--- src/rtl/dmem_dump_arbiter.sv ---
// Data-memory port arbiter: the CPU MEM stage always owns the port, and a debug dump engine
// reads words 0..RAM_DEPTH-1 in idle cycles. Optional starvation guard: DUMP_STARVE_GUARD_EN.
module dmem_dump_arbiter #(
  parameter int DATA_WIDTH   = 32,
  parameter int ADDR_WIDTH   = 32,
  parameter int RAM_DEPTH    = 128,
  parameter int STARVE_LIMIT = 16
) (
  input  logic                  i_clk,
  input  logic                  i_reset_n,
  input  logic                  i_cpu_valid,
  input  logic                  i_cpu_read,
  input  logic                  i_cpu_write,
  input  logic [ADDR_WIDTH-1:0] i_cpu_addr,
  input  logic [DATA_WIDTH-1:0] i_cpu_wdata,
  output logic [DATA_WIDTH-1:0] o_cpu_rdata,
  input  logic                  i_dump_start,
  input  logic                  i_dump_ready,
  output logic                  o_dump_valid,
  output logic [DATA_WIDTH-1:0] o_dump_data,
  output logic [ADDR_WIDTH-1:0] o_dump_addr,
  output logic                  o_dump_busy,
  output logic                  o_dump_done,
  output logic                  o_mem_valid,
  output logic                  o_mem_read_enable,
  output logic                  o_mem_write_enable,
  output logic [ADDR_WIDTH-1:0] o_mem_address,
  output logic [DATA_WIDTH-1:0] o_mem_write_data,
`ifdef DUMP_STARVE_GUARD_EN
  output logic                  o_cpu_stall,
`endif
  input  logic [DATA_WIDTH-1:0] i_mem_read_data
);

  // state | meaning
  // IDLE  | no dump in progress, waiting for start
  // ISSUE | dump read pending, waits for a cycle without CPU access
  // WAIT  | dump read in flight, capture data at end of cycle
  // HOLD  | word presented on valid/ready, waiting for acceptance
  // DONE  | one-cycle completion pulse
  typedef enum logic [2:0] {S_IDLE, S_ISSUE, S_WAIT, S_HOLD, S_DONE} state_t;

  localparam logic [ADDR_WIDTH-1:0] LAST_ADDR = ADDR_WIDTH'(RAM_DEPTH - 1);

  state_t                state, state_nxt;
  logic [ADDR_WIDTH-1:0] dump_addr;
  logic [DATA_WIDTH-1:0] cpu_rdata_q;
  logic                  cpu_rd_q;
  logic                  cpu_access;
  logic                  dump_grant;
  logic                  stall;

  assign cpu_access = i_cpu_valid && (i_cpu_read || i_cpu_write);

`ifdef DUMP_STARVE_GUARD_EN
  localparam int CW = $clog2(STARVE_LIMIT + 1);
  logic [CW-1:0] starve_cnt;

  // Down-counter of blocked ISSUE cycles; terminal count forces the dump read through.
  always_ff @(posedge i_clk) begin
    if (!i_reset_n)
      starve_cnt <= CW'(STARVE_LIMIT);
    else if (dump_grant)
      starve_cnt <= CW'(STARVE_LIMIT);
    else if (state == S_ISSUE && cpu_access && starve_cnt != '0)
      starve_cnt <= starve_cnt - 1'b1;
  end

  assign stall       = (state == S_ISSUE) && cpu_access && (starve_cnt == '0);
  assign o_cpu_stall = stall;
`else
  assign stall = 1'b0;
`endif

  assign dump_grant = (state == S_ISSUE) && (!cpu_access || stall);

  always_ff @(posedge i_clk) begin
    if (!i_reset_n) state <= S_IDLE;
    else            state <= state_nxt;
  end

  always_comb begin
    state_nxt          = state;
    o_mem_valid        = 1'b0;
    o_mem_read_enable  = 1'b0;
    o_mem_write_enable = 1'b0;
    o_mem_address      = '0;
    o_mem_write_data   = '0;
    case (state)
      S_IDLE:  if (i_dump_start) state_nxt = S_ISSUE;
      S_ISSUE: if (dump_grant) state_nxt = S_WAIT;
      S_WAIT:  state_nxt = S_HOLD;
      S_HOLD:  if (i_dump_ready) state_nxt = (dump_addr == LAST_ADDR) ? S_DONE : S_ISSUE;
      S_DONE:  state_nxt = S_IDLE;
      default: state_nxt = S_IDLE;
    endcase
    if (cpu_access && !stall) begin
      o_mem_valid        = 1'b1;
      o_mem_read_enable  = i_cpu_read;
      o_mem_write_enable = i_cpu_write;
      o_mem_address      = i_cpu_addr;
      o_mem_write_data   = i_cpu_wdata;
    end else if (dump_grant) begin
      o_mem_valid       = 1'b1;
      o_mem_read_enable = 1'b1;
      o_mem_address     = dump_addr;
    end
  end

  always_ff @(posedge i_clk) begin
    if (!i_reset_n) begin
      dump_addr   <= '0;
      o_dump_data <= '0;
      o_dump_addr <= '0;
    end else begin
      if (state == S_IDLE && i_dump_start)
        dump_addr <= '0;
      if (state == S_WAIT) begin
        o_dump_data <= i_mem_read_data;
        o_dump_addr <= dump_addr;
      end
      if (state == S_HOLD && i_dump_ready && dump_addr != LAST_ADDR)
        dump_addr <= dump_addr + 1'b1;
    end
  end

  // Keep the last CPU load result so dump reads never disturb what the pipeline sees.
  always_ff @(posedge i_clk) begin
    if (!i_reset_n) begin
      cpu_rd_q    <= 1'b0;
      cpu_rdata_q <= '0;
    end else begin
      cpu_rd_q <= cpu_access && i_cpu_read && !stall;
      if (cpu_rd_q)
        cpu_rdata_q <= i_mem_read_data;
    end
  end

  assign o_cpu_rdata  = cpu_rd_q ? i_mem_read_data : cpu_rdata_q;
  assign o_dump_valid = (state == S_HOLD);
  assign o_dump_busy  = (state != S_IDLE);
  assign o_dump_done  = (state == S_DONE);

endmodule

--- config.mk ---
export PLATFORM = sky130hd
export DESIGN_NAME = dmem_dump_arbiter
export DESIGN_NICKNAME = d
export VERILOG_FILES = /design/src/rtl/dmem_dump_arbiter.sv
export SDC_FILE = /design/constraint.sdc
export NUM_CORES = 1
export LEC_CHECK = 0
export BUFFER_PORTS_ARGS = -buffer_cell sky130_fd_sc_hd__buf_2
export CAP_MARGIN = 20
export CORE_MARGIN = 5
export CORE_UTILIZATION = 31
export CTS_BUF_LIST = sky130_fd_sc_hd__clkbuf_4 sky130_fd_sc_hd__clkbuf_8 sky130_fd_sc_hd__clkbuf_16
export CTS_CLUSTER_SIZE = 16
export DETAILED_ROUTE_END_ITERATION = 6
export HOLD_SLACK_MARGIN = 0.15
export MAX_ROUTING_LAYER = met4
export PLACE_DENSITY = 0.52
export SETUP_SLACK_MARGIN = 0.15
export SYNTH_ARGS = -nofsm -noshare
export SYNTH_HDL_FRONTEND = slang
export SYNTH_SLANG_ARGS = --single-unit
--- constraint.sdc ---
create_clock -name i_clk -period 3.05 [get_ports i_clk]
set_input_delay 0.305 -clock i_clk [delete_from_list [all_inputs] [get_ports i_clk]]
set_output_delay 0.305 -clock i_clk [all_outputs]
set_load 0.05 [all_outputs]
==> results of run 1 <==
==> per-layer routing <==
layer	track usage, %	wire (µm)	up-vias
met5	-	0	-
met4	6.437	323	0
met3	4.099	1789	25
met2	30.32	10460	258
met1	22.87	9368	2966
li1	-	-	3184
==> power by group <==
group | switching (µW) | leakage (µW) | internal, µW
sequential | 34.6 | 0.00107 | 1770
combinational | 656 | 0.00249 | 263
clock | 903 | 0.000298 | 1180
==> logic make-up (layout without fill, tap and decap cells) <==
family / Yosys count / after routing / synth area share, %
XOR/XNOR: 1 / 1 / 0.1412
adder cells (fa/ha/maj): 1 / 1 / 0.2017
multiplexers: 32 / 32 / 5.810
AND/OR/NAND/NOR: 325 / 325 / 26.63
flip-flops: 132 / 132 / 42.61
buffers and inverters: 83 / 369 / 5.911
AO/OA/AOI/OAI: 175 / 175 / 18.70
==> cell type report <==
cell class | instances | area (µm²)
fill | 1994 | 10900
clock buffer | 17 | 425.4
clock inverter | 15 | 175.2
sequential | 132 | 2643
inverter | 16 | 60.06
tap | 265 | 331.6
multi-input combinational | 534 | 3208
timing repair buffer | 321 | 1852
==> metrics by stage <==
stage	setup slack [ns]	area (µm²)	util [%]	cells
6_report	0.3317	8695	44.38	1300
5_1_grt	0.2227	8695	44.38	1300
4_1_cts	0.2270	8687	44.34	1299
3_5_place_dp	0.7728	7736	39.49	1232
3_3_place_gp	0.8192	7736	39.49	1232
2_1_floorplan	0.9763	6202	-	749
==> worst max-delay path, stage by stage <==
cell and delay (ns):
sky130_fd_sc_hd__dlygate4sd3_1 0.53, sky130_fd_sc_hd__buf_2 0.11, sky130_fd_sc_hd__o21a_2 0.55, sky130_fd_sc_hd__buf_4 0.43, sky130_fd_sc_hd__and2_1 0.20, sky130_fd_sc_hd__buf_2 0.27
==> sequential cells by signal, summed over array words and instances, names as in the netlist <==
name and flops:
cpu_rdata_q 32, dump_addr 32, o_dump_data 32, cpu_rd_q 1
o_dump_addr 32, state 3
==> cell usage in the layout, fill, tap and decap left out, types with 3 or more instances in the layout <==
cell type,count
sky130_fd_sc_hd__dfxtp_1,132
sky130_fd_sc_hd__and2_1,71
sky130_fd_sc_hd__nand2_1,150
sky130_fd_sc_hd__inv_6,6
sky130_fd_sc_hd__a21o_1,3
sky130_fd_sc_hd__nor4_1,8
sky130_fd_sc_hd__inv_8,6
sky130_fd_sc_hd__nor3_1,14
sky130_fd_sc_hd__mux2_2,32
sky130_fd_sc_hd__nand3_1,19
sky130_fd_sc_hd__clkbuf_16,17
sky130_fd_sc_hd__inv_1,15
sky130_fd_sc_hd__a41oi_1,5
sky130_fd_sc_hd__buf_2,268
sky130_fd_sc_hd__and3_1,8
sky130_fd_sc_hd__o211ai_1,12
sky130_fd_sc_hd__a21oi_1,70
sky130_fd_sc_hd__o31a_1,6
sky130_fd_sc_hd__nand4_1,15
sky130_fd_sc_hd__nor2_1,9
sky130_fd_sc_hd__or3_1,9
sky130_fd_sc_hd__or4_1,4
sky130_fd_sc_hd__a211oi_1,3
sky130_fd_sc_hd__a31oi_1,20
sky130_fd_sc_hd__buf_4,16
sky130_fd_sc_hd__o21ai_0,9
sky130_fd_sc_hd__a22o_1,32
sky130_fd_sc_hd__dlygate4sd3_1,35
==> worst min-delay path by stage <==
| stage | from | to | slack (ns) | cells past startpoint |
|---|---|---|---|---|
| detailed placement | o_dump_addr[8]$_SDFFE_PN0P_ | o_dump_addr[8]$_SDFFE_PN0P_ | 0.44 | 2 |
| global placement | o_dump_addr[26]$_SDFFE_PN0P_ | o_dump_addr[26]$_SDFFE_PN0P_ | 0.44 | 2 |
| CTS | i_reset_n | cpu_rdata_q[11]$_SDFF_PN0_ | 0.22 | 2 |
| global route | i_reset_n | cpu_rdata_q[11]$_SDFF_PN0_ | 0.23 | 2 |
| floorplan | i_dump_ready | state[1]$_SDFFE_PN0P_ | 0.42 | 1 |
| finish | i_reset_n | cpu_rdata_q[11]$_SDFF_PN0_ | 0.24 | 2 |
==> timing repair <==
item | in CTS | in global routing
endpoints found under the setup margin | 0 | 4
hold buffers | 35 | 0
setup buffers | 0 | 1
hold endpoints to repair | 34 | 0
==> Flow_metrics.wiki, run 1 <==
{| class="wikitable"
! Metric !! Value
|-
| Result of the run || finished, final reports clean
|-
| Max FO, Critical Path || 42
|-
| Overall power of the completed layout || 4810 µW
|-
| Floorplan Core Area || 19590 µm²
|-
| Cell variety after synth || 52
|-
| Total number of vias || 6433
|-
| Worst path arrival time || 2.41 ns
|-
| WL/cell || 16.88 µm
|-
| Endpoint required time on the critical path || 2.74 ns
|-
| Crit path time final || 2.718 ns
|-
| Max frequency || 367.9 MHz
|-
| Post-synthesis net count || 853
|-
| Global-route wire length before repair || 32130 µm
|-
| Final hold violation count || 0
|-
| Gates resized, CTS repair || 0
|-
| Cell accounting for the most synthesized area || sky130_fd_sc_hd__dfxtp_1
|-
| GRT Overall Usage || 18.63%
|-
| Initial core utilization || 31.66%
|-
| Max_cap viols || 0
|-
| Clock Skews || 0.01050 ns
|-
| Largest net degree at the start of global routing || 68
|-
| Final hold slack || 0.2431 ns
|-
| Power density over cell area || 553.2 nW/µm²
|-
| Clock root cell || sky130_fd_sc_hd__clkbuf_16
|-
| Total overflow reported by the global router || 0
|-
| Sinks on the clock net || 132
|-
| CTS max path bufs || 2
|-
| Min-Delay Path Class || primary input to flop
|-
| Post-synth EDFFs || 0
|-
| DRC violations left || 0
|-
| Logic depth of the worst register-to-register path || 7
|-
| Clock buffers created by TritonCTS || 17
|-
| Classification of the worst setup path || primary input to output port
|-
| Most numerous cell in the Yosys netlist || sky130_fd_sc_hd__nand2_1
|-
| Vias per cell || 4.948
|-
| Top area cells in the synthesized netlist || sky130_fd_sc_hd__dfxtp_1 43%, sky130_fd_sc_hd__nand2_1 9.1%, sky130_fd_sc_hd__and2_1 7.2%, sky130_fd_sc_hd__mux2_2 5.8%, sky130_fd_sc_hd__a21oi_1 5.6%
|-
| Combined area of all synthesized cells || 6202 µm²
|-
| Number of cells produced by synthesis || 749
|-
| Number of primary I/O pins || 269
|-
| Type of element launching the critical path || primary input
|-
| Antenna viol nets, final || 0
|-
| Horizontal die dimension || 151.4 µm
|-
| End of the critical path || o_mem_write_data[2]
|-
| Std-Cell Rows || 51
|-
| Flop and latch count out of synthesis || 132
|-
| Syn. warnings || 0
|-
| Final WL || 21950 µm
|-
| Share of the yosys chip area belonging to registers || 42.61%
|-
| Worst rel slew slack || 45.03%
|-
| Worst vdd ir || 0.3816 mV
|-
| Leading post-synthesis cells by instance count || 150 x sky130_fd_sc_hd__nand2_1, 132 x sky130_fd_sc_hd__dfxtp_1, 71 x sky130_fd_sc_hd__and2_1
|-
| Antenna violations before repair || 0
|-
| Placer's final routability congestion estimate || 0.8400
|-
| Share of synthesized registers carrying an async set or reset || 0%
|-
| Setup crit end kind || output port
|-
| Die outline area || 22940 µm²
|-
| Finish-stage setup viols || 0
|-
| R2R Path End || dump_addr[4]$_SDFFE_PN0P_
|-
| Reg clk slew, reported paths || 0.06 ns
|-
| Clock latency at the later pin of the worst-skew pair || 0.43 ns
|-
| Setup slack on the worst flop-to-flop path || 0.77 ns
|-
| Post-layout nets || 1126
|-
| Setup repair after global routing missed its margin || false
|-
| Final worst-path cycle share || 89.12%
|-
| Clock tree from TritonCTS || yes
|-
| Number of pins exceeding their max-slew limit in the final report || 0
|-
| Setup TNS || 0 ns
|-
| RR Startpoint || dump_addr[0]$_SDFFE_PN0P_
|-
| Worst-Margin Slew || 0.8246 ns
|-
| H-tree depth reported by CTS || 4
|-
| Count of routing violations after the opening detailed-route iteration || 320
|-
| P&R area growth vs syn || 40.19%
|-
| Share of layout cells above drive strength 1 || 35.36%
|-
| Number of I/O port buffers || 268
|-
| Diodes inserted || 0
|-
| Drt pass-1 iters || 5
|-
| Die Y-Extent || 151.4 µm
|-
| Estimated wirelength of the detail-placed design || 15610 µm
|-
| Worst setup path startpoint || i_cpu_read
|-
| Area share of the largest cell type after synthesis || 42.61%
|-
| Vias in the first global route || 5928
|-
| Average footprint of a synthesized cell || 8.281 µm²
|-
| Most used DFF post-synth || sky130_fd_sc_hd__dfxtp_1
|-
| Standby leakage power || 0.003858 µW
|}
Note: power is estimated with default switching activity, not from simulation.
==> inputs of run 2 (changes only) <==
ABC_AREA = 1   (was unset)
PLACE_DENSITY = 0.51   (was 0.52)
SETUP_SLACK_MARGIN = 0.4   (was 0.15)
==> run 2 against run 1 <==
Against the previous run: sequential power is 5% higher; critical endpoint is now o_mem_address[24]; critical path type is now flop to output port; largest cell class unchanged; utilization is 2.1 points lower; worst setup slack better by 0.40 ns.
==> Flow_metrics.wiki, run 2 <==
{| class="wikitable"
! Metric !! Value
|-
| Result of the run || finished, final reports clean
|-
| Number of primary I/O pins || 269 (unchanged)
|-
| Diodes inserted || 0 (unchanged)
|-
| Max_cap viols || 0 (unchanged)
|-
| Final WL || 23340 µm (+6.3%)
|-
| Cell accounting for the most synthesized area || sky130_fd_sc_hd__dfxtp_1
|-
| Number of pins exceeding their max-slew limit in the final report || 0 (unchanged)
|-
| WL/cell || 14.57 µm (-14%)
|-
| Floorplan Core Area || 21150 µm² (+8.0%)
|-
| Sequential group share of total power || 35.8% (-1.8 points)
|-
| Power density over cell area || 593.3 nW/µm² (+7.2%)
|-
| Global-route wire length before repair || 36010 µm (+12%)
|-
| P&R area growth vs syn || 33.63%
|-
| Std-Cell Rows || 53 (+3.9%)
|-
| Endpoint required time on the critical path || 2.74 ns (about the same)
|-
| Min-Delay Path Class || primary input to flop
|-
| Finish-stage setup viols || 0 (unchanged)
|-
| Standby leakage power || 0.004371 µW (+13%)
|-
| Largest net degree at the start of global routing || 72 (+5.9%)
|-
| Post-synth EDFFs || 0 (unchanged)
|-
| Leading post-synthesis cells by instance count || 268 x sky130_fd_sc_hd__nand2_1, 158 x sky130_fd_sc_hd__inv_1, 132 x sky130_fd_sc_hd__dfxtp_1
|-
| Horizontal die dimension || 157.0 µm (+3.7%)
|-
| Antenna viol nets, final || 0 (unchanged)
|-
| Largest delay contributor family on the critical path || buffers and inverters
|-
| H-tree depth reported by CTS || 4 (unchanged)
|-
| Vias per cell || 4.509 (-8.9%)
|-
| Most numerous cell in the Yosys netlist || sky130_fd_sc_hd__nand2_1
|-
| Top area cells in the synthesized netlist || sky130_fd_sc_hd__dfxtp_1 39%, sky130_fd_sc_hd__nand2_1 15%, sky130_fd_sc_hd__a21oi_1 9.6%, sky130_fd_sc_hd__inv_1 8.8%, sky130_fd_sc_hd__o21ai_0 7.4%
|-
| Clock share of power || 38.7% (-4.6 points)
|-
| Type of element launching the critical path || flop
|-
| Most used DFF post-synth || sky130_fd_sc_hd__dfxtp_1
|-
| Share of synthesized registers carrying an async set or reset || 0% (unchanged)
|-
| Vias in the first global route || 6837 (+15%)
|-
| Flop and latch count out of synthesis || 132 (unchanged)
|-
| RR Startpoint || dump_addr[1]$_SDFFE_PN0P_
|-
| Most frequent standard cell in the layout excluding fill and tap cells || sky130_fd_sc_hd__buf_2
|-
| Die outline area || 24660 µm² (+7.5%)
|-
| Cell variety after synth || 26 (-50%)
|-
| Max frequency || 432.3 MHz (+18%)
|-
| Worst rel slew slack || 41.76% (-3.3 points)
|-
| Post-layout nets || 1418 (+26%)
|-
| Estimated wirelength of the detail-placed design || 17440 µm (+12%)
|-
| Setup crit end kind || output port
|-
| Area share of the largest cell type after synthesis || 39.43% (-3.2 points)
|-
| Setup TNS || 0 ns (unchanged)
|-
| Post-synthesis net count || 1170 (+37%)
|-
| Crit path time final || 2.313 ns (-0.4049 ns)
|-
| Worst path arrival time || 2.01 ns (-0.40 ns)
|-
| Hold-critical path endpoint || cpu_rdata_q[12]$_SDFF_PN0_
|-
| Combinational share of power || 25.4% (+6.3 points)
|-
| Worst path buffer plus inverter count || 3 (-1)
|-
| Internal Dissipation || 3314 µW (+3.1%)
|-
| Logic depth of the worst register-to-register path || 9 (+2)
|-
| Clock root cell || sky130_fd_sc_hd__clkbuf_16
|-
| Setup repair after global routing missed its margin || false
|-
| Count of routing violations after the opening detailed-route iteration || 362 (+13%)
|-
| Die Y-Extent || 157.0 µm (+3.7%)
|-
| Final hold violation count || 0 (unchanged)
|-
| Initial core utilization || 31.68% (about the same)
|-
| Setup slack on the worst flop-to-flop path || 1.06 ns (+0.29 ns)
|-
| Clock tree from TritonCTS || yes
|-
| CTS max path bufs || 2 (unchanged)
|-
| Sinks on the clock net || 132 (unchanged)
|-
| Antenna violations before repair || 0 (unchanged)
|-
| Number of cells produced by synthesis || 1066 (+42%)
|-
| Share of layout cells above drive strength 1 || 24.57% (-11 points)
|-
| Total overflow reported by the global router || 0 (unchanged)
|-
| Worst Min Path Start || i_mem_read_data[12]
|-
| Switching portion of total power || 37.61% (+4.5 points)
|-
| Cell Chain, Critical Path || inv_1, nor3_1, buf_4, nand2_4, o21ai_0, buf_2
|-
| GRT Overall Usage || 18.89% (+0.25 points)
|-
| Classification of the worst setup path || flop to output port
|-
| Clock buffers created by TritonCTS || 17 (unchanged)
|-
| Number of I/O port buffers || 268 (unchanged)
|-
| R2R Path End || dump_addr[25]$_SDFFE_PN0P_
|-
| Reg clk slew, reported paths || 0.07 ns (about the same)
|-
| Share of the yosys chip area belonging to registers || 39.43% (-3.2 points)
|-
| DRC violations left || 0 (unchanged)
|-
| Combined area of all synthesized cells || 6701 µm² (+8.0%)
|-
| Worst vdd ir || 0.3563 mV (-6.6%)
|-
| Switching power total || 1998 µW (+25%)
|-
| Syn. warnings || 0 (unchanged)
|-
| Clock Skews || 0.01372 ns (+0.003221 ns)
|-
| Worst Hold Path Cells || 3 (+1)
|-
| Overall power of the completed layout || 5313 µW (+10%)
|-
| Total number of vias || 7224 (+12%)
|-
| Clock latency at the later pin of the worst-skew pair || 0.43 ns (about the same)
|-
| Top library cells by usage in the layout, fill and taps aside || 268 x sky130_fd_sc_hd__buf_2, 267 x sky130_fd_sc_hd__nand2_1, 157 x sky130_fd_sc_hd__inv_1
|-
| Drt pass-1 iters || 6 (+1)
|-
| Stage delay of the slowest cell on the critical path || 0.39 ns (-0.16 ns)
|-
| Average footprint of a synthesized cell || 6.287 µm² (-24%)
|-
| Worst-Margin Slew || 0.8735 ns (+0.04895 ns)
|-
| Max FO, Critical Path || 30 (-29%)
|-
| Final worst-path cycle share || 75.85% (-13 points)
|-
| Cell with the largest stage delay on the worst path || sky130_fd_sc_hd__dfxtp_1
|-
| Placer's final routability congestion estimate || 0.9057 (+7.8%)
|}
-- run 2: how the worst max path moves through the flow --
| stage | cells past startpoint | endpoint | start | slack [ns] |
|---|---|---|---|---|
| after floorplan | 5 | o_mem_address[22] | state[0]$_SDFFE_PN0P_ | 0.50 |
| after global placement | 6 | o_mem_address[24] | state[0]$_SDFFE_PN0P_ | 0.73 |
| after detailed placement | 6 | o_mem_address[14] | state[0]$_SDFFE_PN0P_ | 0.63 |
| after CTS | 6 | o_mem_address[14] | state[0]$_SDFFE_PN0P_ | 0.51 |
| after global routing | 6 | o_mem_address[25] | state[0]$_SDFFE_PN0P_ | 0.52 |
| final | 6 | o_mem_address[24] | state[0]$_SDFFE_PN0P_ | 0.74 |
-- run 2: cell type report --
cell class / instances / area, µm²
clock inverter: 15 / 165.2
multi-input combinational: 712 / 3211
fill: 2320 / 12200
inverter: 160 / 600.6
sequential: 132 / 2643
tap: 275 / 344.1
timing repair buffer: 291 / 1567
clock buffer: 17 / 425.4
-- run 2: metal layers --
layer | track usage, % | wire (µm) | part of all wire (%) | vias up
met1 | 23.87 | 10360 | 44 | 3147
met5 | - | 0 | 0 | -
li1 | - | - | - | 3834
met3 | 4.124 | 1766 | 7.6 | 12
met4 | 4.342 | 202 | 0.87 | 0
met2 | 31.09 | 11010 | 47 | 231
-- run 2: cell families after synthesis --
logic type / Yosys count / share of synthesized area, %
adders and majority gates: 1 / 0.1867
buffers and inverters: 222 / 12.99
xor gates and xnor gates: 13 / 1.699
AOI/OAI and AO/OA: 228 / 17.03
and+or+nand+nor: 470 / 28.66
DFF: 132 / 39.43
-- run 2: repair_timing --
item / in CTS / in global routing
setup buffers: 0 / 0
endpoints found under the hold margin: 12 / 0
hold buffers: 11 / 0
setup endpoints to repair: 30 / 28
resized for setup: 1 / 1
cloned: 0 / 0
-- run 2: tightest hold or removal path, cell delays in order --
cell and delay (ns):
sky130_fd_sc_hd__buf_2 0.11, sky130_fd_sc_hd__nand2_1 0.07, sky130_fd_sc_hd__a21oi_1 0.06
-- run 2: metrics by stage --
stage / utilization [%] / hold WS [ns] / cells / worst slack (ns) / instance area, µm²
final: 42.33 / 0.1674 / 1602 / 0.7366 / 8955
after global routing: 42.33 / 0.1747 / 1602 / 0.5178 / 8955
after CTS: 42.31 / 0.1506 / 1602 / 0.5072 / 8950
after detailed placement: 38.98 / 0.4331 / 1559 / 0.6257 / 8247
after global placement: 38.98 / 0.4305 / 1559 / 0.7256 / 8247
after floorplan: - / 0.4422 / 1066 / 0.4964 / 6701
-- run 2: power groups by stage --
stage                     combinational [µW]  clock (µW)  sequential, µW
after floorplan                          609           0            2300
after global placement                  1340           0            1940
after detailed placement                1350           0            1940
after CTS                               1370        2110            1910
after global routing                    1450        2190            1920
final                                   1350        2060            1900
==> inputs of run 3 (changes only) <==
PLACE_DENSITY = 0.53   (was 0.51)
clock period = 2 ns   (was 3.05 ns; I/O delays follow)
==> run 3 against run 2 <==
Against the previous run: final area grew 44%; cell count grew 8.8%; sequential power grew 54%; count of clock-buffer cells in the layout is the same; wire length grew 29%; clock power grew 54%; worst hold slack lost 0.0033 ns; power grew 69%; critical path type unchanged; critical endpoint is now o_mem_address[12].
==> Flow_metrics.wiki, run 3 (synthesis gave the netlist of run 2 again) <==
{| class="wikitable"
! Metric !! Value
|-
| Clock buffers created by TritonCTS || 17 (unchanged)
|-
| Stage delay of the slowest cell on the critical path || 0.35 ns (-0.04 ns)
|-
| Floorplan Core Area || 21150 µm² (unchanged)
|-
| Sequential group share of total power || 32.6% (-3.2 points)
|-
| Std-Cell Rows || 53 (unchanged)
|-
| CTS max path bufs || 2 (unchanged)
|-
| Max frequency || 528.4 MHz
|-
| Min-Delay Path Class || primary input to flop
|-
| Standby leakage power || 0.005658 µW (+29%)
|-
| Top library cells by usage in the layout, fill and taps aside || 199 x sky130_fd_sc_hd__buf_2, 178 x sky130_fd_sc_hd__nand2_1, 143 x sky130_fd_sc_hd__inv_1
|-
| Internal Dissipation || 5498 µW (+66%)
|-
| Worst rel slew slack || 67.22% (+25 points)
|-
| Die outline area || 24660 µm² (unchanged)
|-
| Worst Min Path Start || i_dump_start
|-
| Setup slack on the worst flop-to-flop path || 0.31 ns (-0.75 ns)
|-
| Most frequent standard cell in the layout excluding fill and tap cells || sky130_fd_sc_hd__buf_2
|-
| Worst path arrival time || 1.69 ns (-0.32 ns)
|-
| Global-route wire length before repair || 42890 µm (+19%)
|-
| Worst-Margin Slew || 0.4909 ns (-0.3826 ns)
|-
| Switching power total || 3456 µW (+73%)
|-
| Die Y-Extent || 157.0 µm (unchanged)
|-
| Detailed route wirelength on metal3 || 1765 µm (about the same)
|-
| WL/cell || 17.31 µm (+19%)
|-
| R2R Path End || dump_addr[27]$_SDFFE_PN0P_
|-
| Crit path time final || 1.892 ns
|-
| Share of layout cells above drive strength 1 || 48.94% (+24 points)
|-
| Combinational share of power || 31.9% (+6.5 points)
|-
| Drt pass-1 iters || 5 (-1)
|-
| H-tree depth reported by CTS || 4 (unchanged)
|-
| Setup crit end kind || output port
|-
| Horizontal die dimension || 157.0 µm (unchanged)
|-
| Post-layout nets || 1558 (+9.9%)
|-
| Sinks on the clock net || 132 (unchanged)
|-
| Max FO, Critical Path || 12 (-60%)
|-
| Vias per cell || 4.824 (+7.0%)
|-
| Vias in the first global route || 7920 (+16%)
|-
| Metal-1 WL || 12680 µm (+22%)
|-
| Endpoint required time on the critical path || 1.80 ns (-0.94 ns)
|-
| Number of cells after detailed placement || 1589 (+1.9%)
|-
| Largest net degree at the start of global routing || 42 (-42%)
|-
| Antenna viol nets, final || 0 (unchanged)
|-
| Final WL || 30170 µm (+29%)
|-
| Classification of the worst setup path || flop to output port
|-
| Clock tree from TritonCTS || yes
|-
| Type of element launching the critical path || flop
|-
| Max_cap viols || 0 (unchanged)
|-
| Overall power of the completed layout || 8954 µW (+69%)
|-
| DRC violations left || 0 (unchanged)
|-
| Switching portion of total power || 38.60% (+0.98 points)
|-
| Finish-stage setup viols || 0 (unchanged)
|-
| Antenna violations before repair || 1 (+1)
|-
| Fillers || 1841 (-21%)
|-
| Reg clk slew, reported paths || 0.06 ns (about the same)
|-
| Top routing layer in use || met4
|-
| Count of routing violations after the opening detailed-route iteration || 516 (+43%)
|-
| Logic depth of the worst register-to-register path || 10 (+1)
|-
| GRT Overall Usage || 22.71% (+3.8 points)
|-
| Number of pins exceeding their max-slew limit in the final report || 0 (unchanged)
|-
| Initial core utilization || 31.68% (unchanged)
|-
| Total overflow reported by the global router || 0 (unchanged)
|-
| Clock root cell || sky130_fd_sc_hd__clkbuf_16
|-
| Worst path buffer plus inverter count || 2 (-1)
|-
| Total number of vias || 8408 (+16%)
|-
| Estimated wirelength of the detail-placed design || 18670 µm (+7.0%)
|-
| PnR worst setup slack || 0.1077 ns (-0.6289 ns)
|-
| Clock Skews || 0.01177 ns (-0.001951 ns)
|-
| P&R area growth vs syn || 92.16%
|-
| Worst vdd ir || 0.5508 mV (+55%)
|-
| Placer's final routability congestion estimate || 0.9507 (+5.0%)
|-
| Power density over cell area || 695.3 nW/µm² (+17%)
|-
| Routed met2 length || 14990 µm (+36%)
|-
| Final worst-path cycle share || 94.62%
|-
| Cell with the largest stage delay on the worst path || sky130_fd_sc_hd__dfxtp_4
|-
| End of the critical path || o_mem_address[12]
|-
| Number of I/O port buffers || 268 (unchanged)
|-
| Finished Layout Cells || 1743 (+8.8%)
|-
| Clock share of power || 35.5% (-3.2 points)
|-
| Pre-CTS worst setup slack || 0.06935 ns (-0.5563 ns)
|-
| Number of primary I/O pins || 269 (unchanged)
|-
| Final hold violation count || 0 (unchanged)
|-
| Cell Chain, Critical Path || nor3_4, nand2_4, buf_16, o21ai_4, buf_6
|-
| Setup repair after global routing missed its margin || true
|-
| Setup TNS || 0 ns (unchanged)
|-
| Largest delay contributor family on the critical path || simple AND/OR/NAND/NOR gates
|-
| Clock latency at the later pin of the worst-skew pair || 0.43 ns (about the same)
|-
| RR Startpoint || dump_addr[0]$_SDFFE_PN0P_
|-
| Result of the run || finished, final reports clean
|-
| Number of gates on the worst path with buffers counted || 5 (-1)
|-
| Worst setup path startpoint || state[2]$_SDFFE_PN0P_
|}
-- run 3: cell count changes in the layout (fill, tap and decap cells not counted), moves of 27 or more --
| cell | before | now |
|---|---|---|
| sky130_fd_sc_hd__o21ai_4 | 0 | 30 |
| sky130_fd_sc_hd__buf_8 | 0 | 39 |
| sky130_fd_sc_hd__nand3_2 | 0 | 36 |
| sky130_fd_sc_hd__buf_6 | 0 | 44 |
| sky130_fd_sc_hd__nand2_4 | 2 | 58 |
| sky130_fd_sc_hd__buf_2 | 268 | 199 |
| sky130_fd_sc_hd__nor2_1 | 109 | 60 |
| sky130_fd_sc_hd__o21ai_0 | 99 | 69 |
| sky130_fd_sc_hd__nand3_1 | 68 | 25 |
| sky130_fd_sc_hd__buf_4 | 10 | 81 |
| sky130_fd_sc_hd__nor2_4 | 1 | 28 |
| sky130_fd_sc_hd__nand2_1 | 267 | 178 |
-- run 3: worst min path at each step --
stage | endpoint | slack [ns] | cells past startpoint
after detailed placement | o_dump_data[5]$_SDFFE_PN0P_ | 0.43 | 2
after global routing | state[2]$_SDFFE_PN0P_ | 0.20 | 5
after global placement | o_dump_data[14]$_SDFFE_PN0P_ | 0.43 | 2
final | state[2]$_SDFFE_PN0P_ | 0.16 | 5
after CTS | state[1]$_SDFFE_PN0P_ | 0.18 | 6
after floorplan | cpu_rdata_q[0]$_SDFF_PN0_ | 0.36 | 2
-- run 3: final cells by class --
cell class	count	area (µm²)	area share [%]
tap	275	344.1	2.672
inverter	160	628.1	4.878
clock inverter	15	163.9	1.273
timing repair buffer	427	3714	28.84
antenna	1	2.502	0.01943
sequential	132	2684	20.84
clock buffer	17	425.4	3.304
multi-input combinational	716	4916	38.18
-- run 3: power groups by stage --
stage / Sequential, µW / Combinational (µW) / Clock, µW
floorplan: 3520 / 1090 / 0
global placement: 2970 / 2250 / 0
detailed placement: 2970 / 2260 / 0
CTS: 2920 / 2660 / 3220
global route: 2940 / 3000 / 3360
finish: 2920 / 2850 / 3180
-- run 3: per-stage QoR --
| stage | hold WS (ns) | instance area, µm² | utilization (%) |
|---|---|---|---|
| after floorplan | 0.3630 | 7371 | - |
| after global placement | 0.4279 | 9181 | 43.40 |
| after detailed placement | 0.4325 | 9181 | 43.40 |
| after CTS | 0.1781 | 11800 | 55.76 |
| after global routing | 0.2043 | 12880 | 60.87 |
| final | 0.1641 | 12880 | 60.87 |
-- run 3: layer usage --
layer | vias to the layer above | global-route usage [%]
li1 | 4148 | -
met1 | 3931 | 27.43
met2 | 279 | 38.39
met3 | 50 | 4.757
met4 | 0 | 6.596
met5 | - | -
-- run 3: timing repair --
item,CTS,global route
endpoints found under the setup margin,110,168
pin swaps,28,58
hold buffers,33,0
endpoints found under the hold margin,65,0
gates resized for setup,340,174
cloned,11,4
setup buffers,39,34
-- run 3: tightest hold or removal path: stages --
cell and delay (ns):
sky130_fd_sc_hd__buf_2 0.11, sky130_fd_sc_hd__inv_1 0.04, sky130_fd_sc_hd__nand2_1 0.05, sky130_fd_sc_hd__nand3_2 0.10, sky130_fd_sc_hd__nor2_1 0.05
